File: src/rtl/cpu_run_controller.sv
// Self-timed load/run/dump sequencer around the cpu core: streams the program and
// initial data into the core's memories, runs it for a fixed cycle count, streams data back.
module cpu_run_controller #(
    parameter int CNT_W = 16,
    parameter int RUN_W = 32
) (
    input  logic             clk,
    input  logic             arst_n,
    input  logic             start,
    input  logic [CNT_W-1:0] imem_words,
    input  logic [CNT_W-1:0] dmem_words,
    input  logic [RUN_W-1:0] run_cycles,
    input  logic [CNT_W-1:0] dump_words,
    input  logic             in_valid,
    input  logic [63:0]      in_data,
    output logic             in_ready,
    output logic             out_valid,
    output logic [63:0]      out_data,
    input  logic             out_ready,
    output logic             cpu_enable,
    output logic [63:0]      addr_ext,
    output logic             wen_ext,
    output logic             ren_ext,
    output logic [31:0]      wdata_ext,
    output logic [63:0]      addr_ext_2,
    output logic             wen_ext_2,
    output logic             ren_ext_2,
    output logic [63:0]      wdata_ext_2,
    input  logic [63:0]      rdata_ext_2,
    output logic             busy,
    output logic             done
);

    // Handshakes: a word moves on a cycle where valid && ready are both high at the
    // clock edge; a producer holds valid and data stable until that happens.
    typedef enum logic [2:0] {
        IDLE, LOAD_I, LOAD_D, RUN, DUMP_REQ, DUMP_OUT, DONE
    } state_t;

    state_t           state;
    logic [CNT_W-1:0] imem_n, dmem_n, dump_n, idx;
    logic [RUN_W-1:0] run_n, cyc;
    logic [63:0]      idx_ext;

    // First non-empty phase at or after position `from` (0=LOAD_I .. 3=DUMP).
    function automatic state_t next_phase(input logic [1:0] from, input logic has_i,
                                          input logic has_d, input logic has_r,
                                          input logic has_u);
        next_phase = DONE;
        if (has_u)                   next_phase = DUMP_REQ;
        if (has_r && from <= 2'd2)   next_phase = RUN;
        if (has_d && from <= 2'd1)   next_phase = LOAD_D;
        if (has_i && from == 2'd0)   next_phase = LOAD_I;
    endfunction

    assign idx_ext = {{(64-CNT_W){1'b0}}, idx};

    always_comb begin
        in_ready    = (state == LOAD_I) || (state == LOAD_D);
        cpu_enable  = (state == RUN);
        busy        = (state != IDLE) && (state != DONE);
        done        = (state == DONE);
        ren_ext     = 1'b0;
        wen_ext     = 1'b0;
        addr_ext    = 64'd0;
        wdata_ext   = 32'd0;
        wen_ext_2   = 1'b0;
        ren_ext_2   = 1'b0;
        addr_ext_2  = 64'd0;
        wdata_ext_2 = 64'd0;
        case (state)
            LOAD_I: begin
                wen_ext   = in_valid;
                addr_ext  = idx_ext << 2;
                wdata_ext = in_data[31:0];
            end
            LOAD_D: begin
                wen_ext_2   = in_valid;
                addr_ext_2  = idx_ext << 3;
                wdata_ext_2 = in_data;
            end
            DUMP_REQ: begin
                ren_ext_2  = 1'b1;
                addr_ext_2 = idx_ext << 3;
            end
            default: ;
        endcase
    end

    always_ff @(posedge clk or negedge arst_n) begin
        if (!arst_n) begin
            state     <= IDLE;
            imem_n    <= '0;
            dmem_n    <= '0;
            dump_n    <= '0;
            run_n     <= '0;
            idx       <= '0;
            cyc       <= '0;
            out_valid <= 1'b0;
            out_data  <= 64'd0;
        end else begin
            case (state)
                IDLE, DONE: begin
                    if (start) begin
                        imem_n    <= imem_words;
                        dmem_n    <= dmem_words;
                        run_n     <= run_cycles;
                        dump_n    <= dump_words;
                        idx       <= '0;
                        cyc       <= '0;
                        out_valid <= 1'b0;
                        state     <= next_phase(2'd0, |imem_words, |dmem_words,
                                                |run_cycles, |dump_words);
                    end
                end
                LOAD_I: begin
                    if (in_valid) begin
                        if (idx == imem_n - CNT_W'(1)) begin
                            idx   <= '0;
                            state <= next_phase(2'd1, 1'b0, |dmem_n, |run_n, |dump_n);
                        end else begin
                            idx <= idx + CNT_W'(1);
                        end
                    end
                end
                LOAD_D: begin
                    if (in_valid) begin
                        if (idx == dmem_n - CNT_W'(1)) begin
                            idx   <= '0;
                            state <= next_phase(2'd2, 1'b0, 1'b0, |run_n, |dump_n);
                        end else begin
                            idx <= idx + CNT_W'(1);
                        end
                    end
                end
                RUN: begin
                    if (cyc == run_n - RUN_W'(1)) begin
                        cyc   <= '0;
                        state <= next_phase(2'd3, 1'b0, 1'b0, 1'b0, |dump_n);
                    end else begin
                        cyc <= cyc + RUN_W'(1);
                    end
                end
                DUMP_REQ: begin
                    // Read data for the address presented this cycle lands in out_data
                    // on the edge that enters DUMP_OUT.
                    out_data  <= rdata_ext_2;
                    out_valid <= 1'b1;
                    state     <= DUMP_OUT;
                end
                DUMP_OUT: begin
                    if (out_ready) begin
                        out_valid <= 1'b0;
                        if (idx == dump_n - CNT_W'(1)) begin
                            idx   <= '0;
                            state <= DONE;
                        end else begin
                            idx   <= idx + CNT_W'(1);
                            state <= DUMP_REQ;
                        end
                    end
                end
                default: state <= IDLE;
            endcase
        end
    end

endmodule

File: config.mk
export PLATFORM = sky130hd
export DESIGN_NAME = cpu_run_controller
export DESIGN_NICKNAME = d
export VERILOG_FILES = /design/src/rtl/cpu_run_controller.sv
export SDC_FILE = /design/constraint.sdc
export NUM_CORES = 1
export LEC_CHECK = 0
export BUFFER_PORTS_ARGS = -buffer_cell sky130_fd_sc_hd__buf_2
export CAP_MARGIN = 20
export CORE_AREA = 2 2 197 199
export CTS_BUF_LIST = sky130_fd_sc_hd__clkbuf_8
export CTS_CLUSTER_DIAMETER = 80
export DETAILED_ROUTE_END_ITERATION = 7
export DIE_AREA = 0 0 199 201
export GPL_ROUTABILITY_DRIVEN = 0
export GPL_TIMING_DRIVEN = 0
export PLACE_DENSITY = 0.56
export SLEW_MARGIN = 20
export SYNTH_ARGS = -nofsm -noshare
export SYNTH_HDL_FRONTEND = slang
export SYNTH_SLANG_ARGS = --single-unit
File: constraint.sdc
create_clock -name clk -period 5.2 [get_ports clk]
set_clock_uncertainty 0.05 [all_clocks]
set_input_delay 0.26 -clock clk [delete_from_list [all_inputs] [get_ports clk]]
set_output_delay 0.26 -clock clk [all_outputs]
set_load 0.1 [all_outputs]
==> results.ini <==
[detailed_routing]
drcViolationCount = 0
dr.pass1.iters = 5
drtIter0Drc = 785
post_drt_wl_per_cell_um = 20.3
ant_nets = 0
dr_total_vias = 12700
viasPerCell = 4.94
totalWireLength_mm = 52.2

[placed_design]
io_buffers = 412
dp_hpwl_mm = 40.8
place_inst = 2389

[synth]
async_flop_share = 1.00
synth-compound-area-share = 0.0858
synthAdderAreaFrac = 0.00682
netlist_top_cells_count = dfrtp_1, mux2_2, and2_1, buf_4, nand2_1
synth_xor_area_frac = 0.0791
ys_types = 74
synthSimpleGateAreaFrac = 0.237
synth.most_common_cell = dfrtp_1
synth_flop_cell = dfrtp_1
synth_edf_count = 0
synth_cells = 1360
synth.area.top_cells = dfrtp_1, mux2_2, buf_4, and2_1, xnor2_1
synth_top_family_by_area = simple AND/OR/NAND/NOR gates
mappedNetlistArea_mm2 = 0.0128
yosysSeqAreaShare = 0.382
synthMuxAreaShare = 0.122
synth_warnings = 0
syn_area_per_cell_um2 = 9.44
synth_seq_cells = 196
yosysTopAreaCellShare = 0.382
yosysTopAreaCell = dfrtp_1

[clocking]
cts_max_level = 4
cts_resized = 0
cts_tree = yes
cts_buffers = 17
cts.clk_slew.worst_paths_ns = 0.10
cts_max_path_buffers = 2
clockRootBuffer = clkbuf_8
cts.sinks = 196
clk_latency_ns = 0.51

[timing]
slew_violations = 0
setup_violations = 0
fmax_mhz = 218
min_period_ns = 4.59
period_share = 0.882
finalHoldViolCount = 0
tightest_slew_ns = 0.928
holdWs_ns = 0.0793
finalSetupTns_ns = 0
max_slew_margin = 0.376
rsz0062_at_grt = false

[critical_path]
critPathKind = register to register
path_max_fanout = 10
critical_path_required_ns = 5.54
reg2reg_depth = 12
worstSetupStartpointType = register
end_kind = register
worstPathArrival_ns = 4.93

[finish]
layout-drive-gt1-share = 0.349
multi_input_area_mm2 = 0.00718
layout.nets = 2256
nFillCells = 3689
final_util = 0.469
instances_no_fill = 2567
seq_area_mm2 = 0.00490
area_growth_pct = 39.0

[global_route]
gr-total-overflow = 0
grt_max_degree = 93
antenna_found_initial = 11
grt_pass1_vias = 12400
grt_usage = 0.257
grt_first_pass_wirelength_mm = 75.7

[power_and_ir_drop]
p_leak_nw = 8.41
powerDensity_mw_per_mm2 = 692
vdd_drop_max_mv = 0.621

[die]
start_util = 0.337
io_pins = 510
die_w_um = 199
core_mm2 = 0.0381
die_area_mm2 = 0.0400
die_h_um = 201
placementRows = 72

[worst_hold_path]
min_path_type = input pin to register
hold_depth = 4

[run]
cap_violations = 0

[run_status]
outcome = finished, final reports clean

sequential cells by signal, indices dropped and copies added, names as in the netlist:
signal     count
dmem_n        16
cyc           32
idx           16
imem_n        16
dump_n        16
out_data      64
out_valid      1
state          3
run_n         32
critical path: stages (launching register included):
cell and delay (ns):
dfrtp_1 0.45, inv_1 0.13, ha_1 0.22, nor3b_2 0.51, a21oi_1 0.13, a2111oi_0 0.65
nand4_1 0.21, or4_1 0.55, or4_4 0.51, o21ai_4 0.29, clkbuf_1 0.49, a21oi_1 0.09
a21o_1 0.18
cells in the final DEF (no fill, tap or decap), types with 71 or more instances in the layout:
cell type | Yosys | layout
buf_4 | 97 | 99
dfrtp_1 | 196 | 196
nor2_1 | 73 | 73
xnor2_1 | 71 | 71
nand2_1 | 91 | 91
mux2_2 | 136 | 136
and2_1 | 114 | 114
conb_1 | 1 | 97
buf_2 | 8 | 419
dlygate4sd3_1 | 0 | 145
worst paths after layout:
check | slack (ns) | from | to
setup / recovery | 0.61 | run_n[0]$_DFFE_PN0P_ | cyc[18]$_DFFE_PN0P_
min in group asynchronous | 0.13 | arst_n | dmem_n[0]$_DFFE_PN0P_
hold reg to reg | 0.46 | out_data[57]$_DFFE_PN0P_ | out_data[57]$_DFFE_PN0P_
hold / removal | 0.08 | start | out_valid$_DFFE_PN0P_
setup reg to reg | 0.61 | run_n[0]$_DFFE_PN0P_ | cyc[18]$_DFFE_PN0P_
max in group asynchronous | 4.22 | arst_n | out_data[13]$_DFFE_PN0P_
repair_timing:
item	4_1_cts	5_1_grt
hold buffers	145	0
setup buffers	0	0
endpoints found under the hold margin	340	0
power breakdown:
part           switching (mW)  internal, mW
logic                    6.30          2.14
clock network           0.589         0.486
registers               0.677          2.17
total                    7.57          4.80
final cells by class:
cell class / instances / share of cell area
Inverter: 28 / 0.00589
Timing Repair Buffer: 561 / 0.201
Clock inverter: 12 / 0.00869
Antenna cell: 2 / 0.000280
Sequential cell: 196 / 0.275
Tap cell: 518 / 0.0363
Buffer: 173 / 0.0573
Clock buffer: 18 / 0.0139
Multi-Input combinational cell: 1059 / 0.402
cells by family after synthesis:
family	Yosys count
AOI/OAI and AO/OA	156
xor gates and xnor gates	116
adders and majority gates	7
buffers and inverters	201
DFF	196
muxes	139
other	1
and+or+nand+nor	544
through the flow:
stage	worst slack, ns	cell area, um^2	power [mW]
floorplan	1.57	13200	9.37
global placement	0.250	15900	11.1
detailed placement	0.640	16000	11.2
CTS	0.596	17800	12.4
global route	0.297	17900	13.0
finish	0.614	17900	12.4
routing by layer:
| metal | global-route usage | up-vias | wire [um] |
|---|---|---|---|
| met4 | 0.0525 | 2 | 910 |
| met3 | 0.0973 | 59 | 5240 |
| met5 | 0.0247 | - | 135 |
| met1 | 0.339 | 6119 | 22700 |
| li1 | - | 5934 | - |
| met2 | 0.398 | 560 | 23200 |
(Power assumes the default switching activity.)
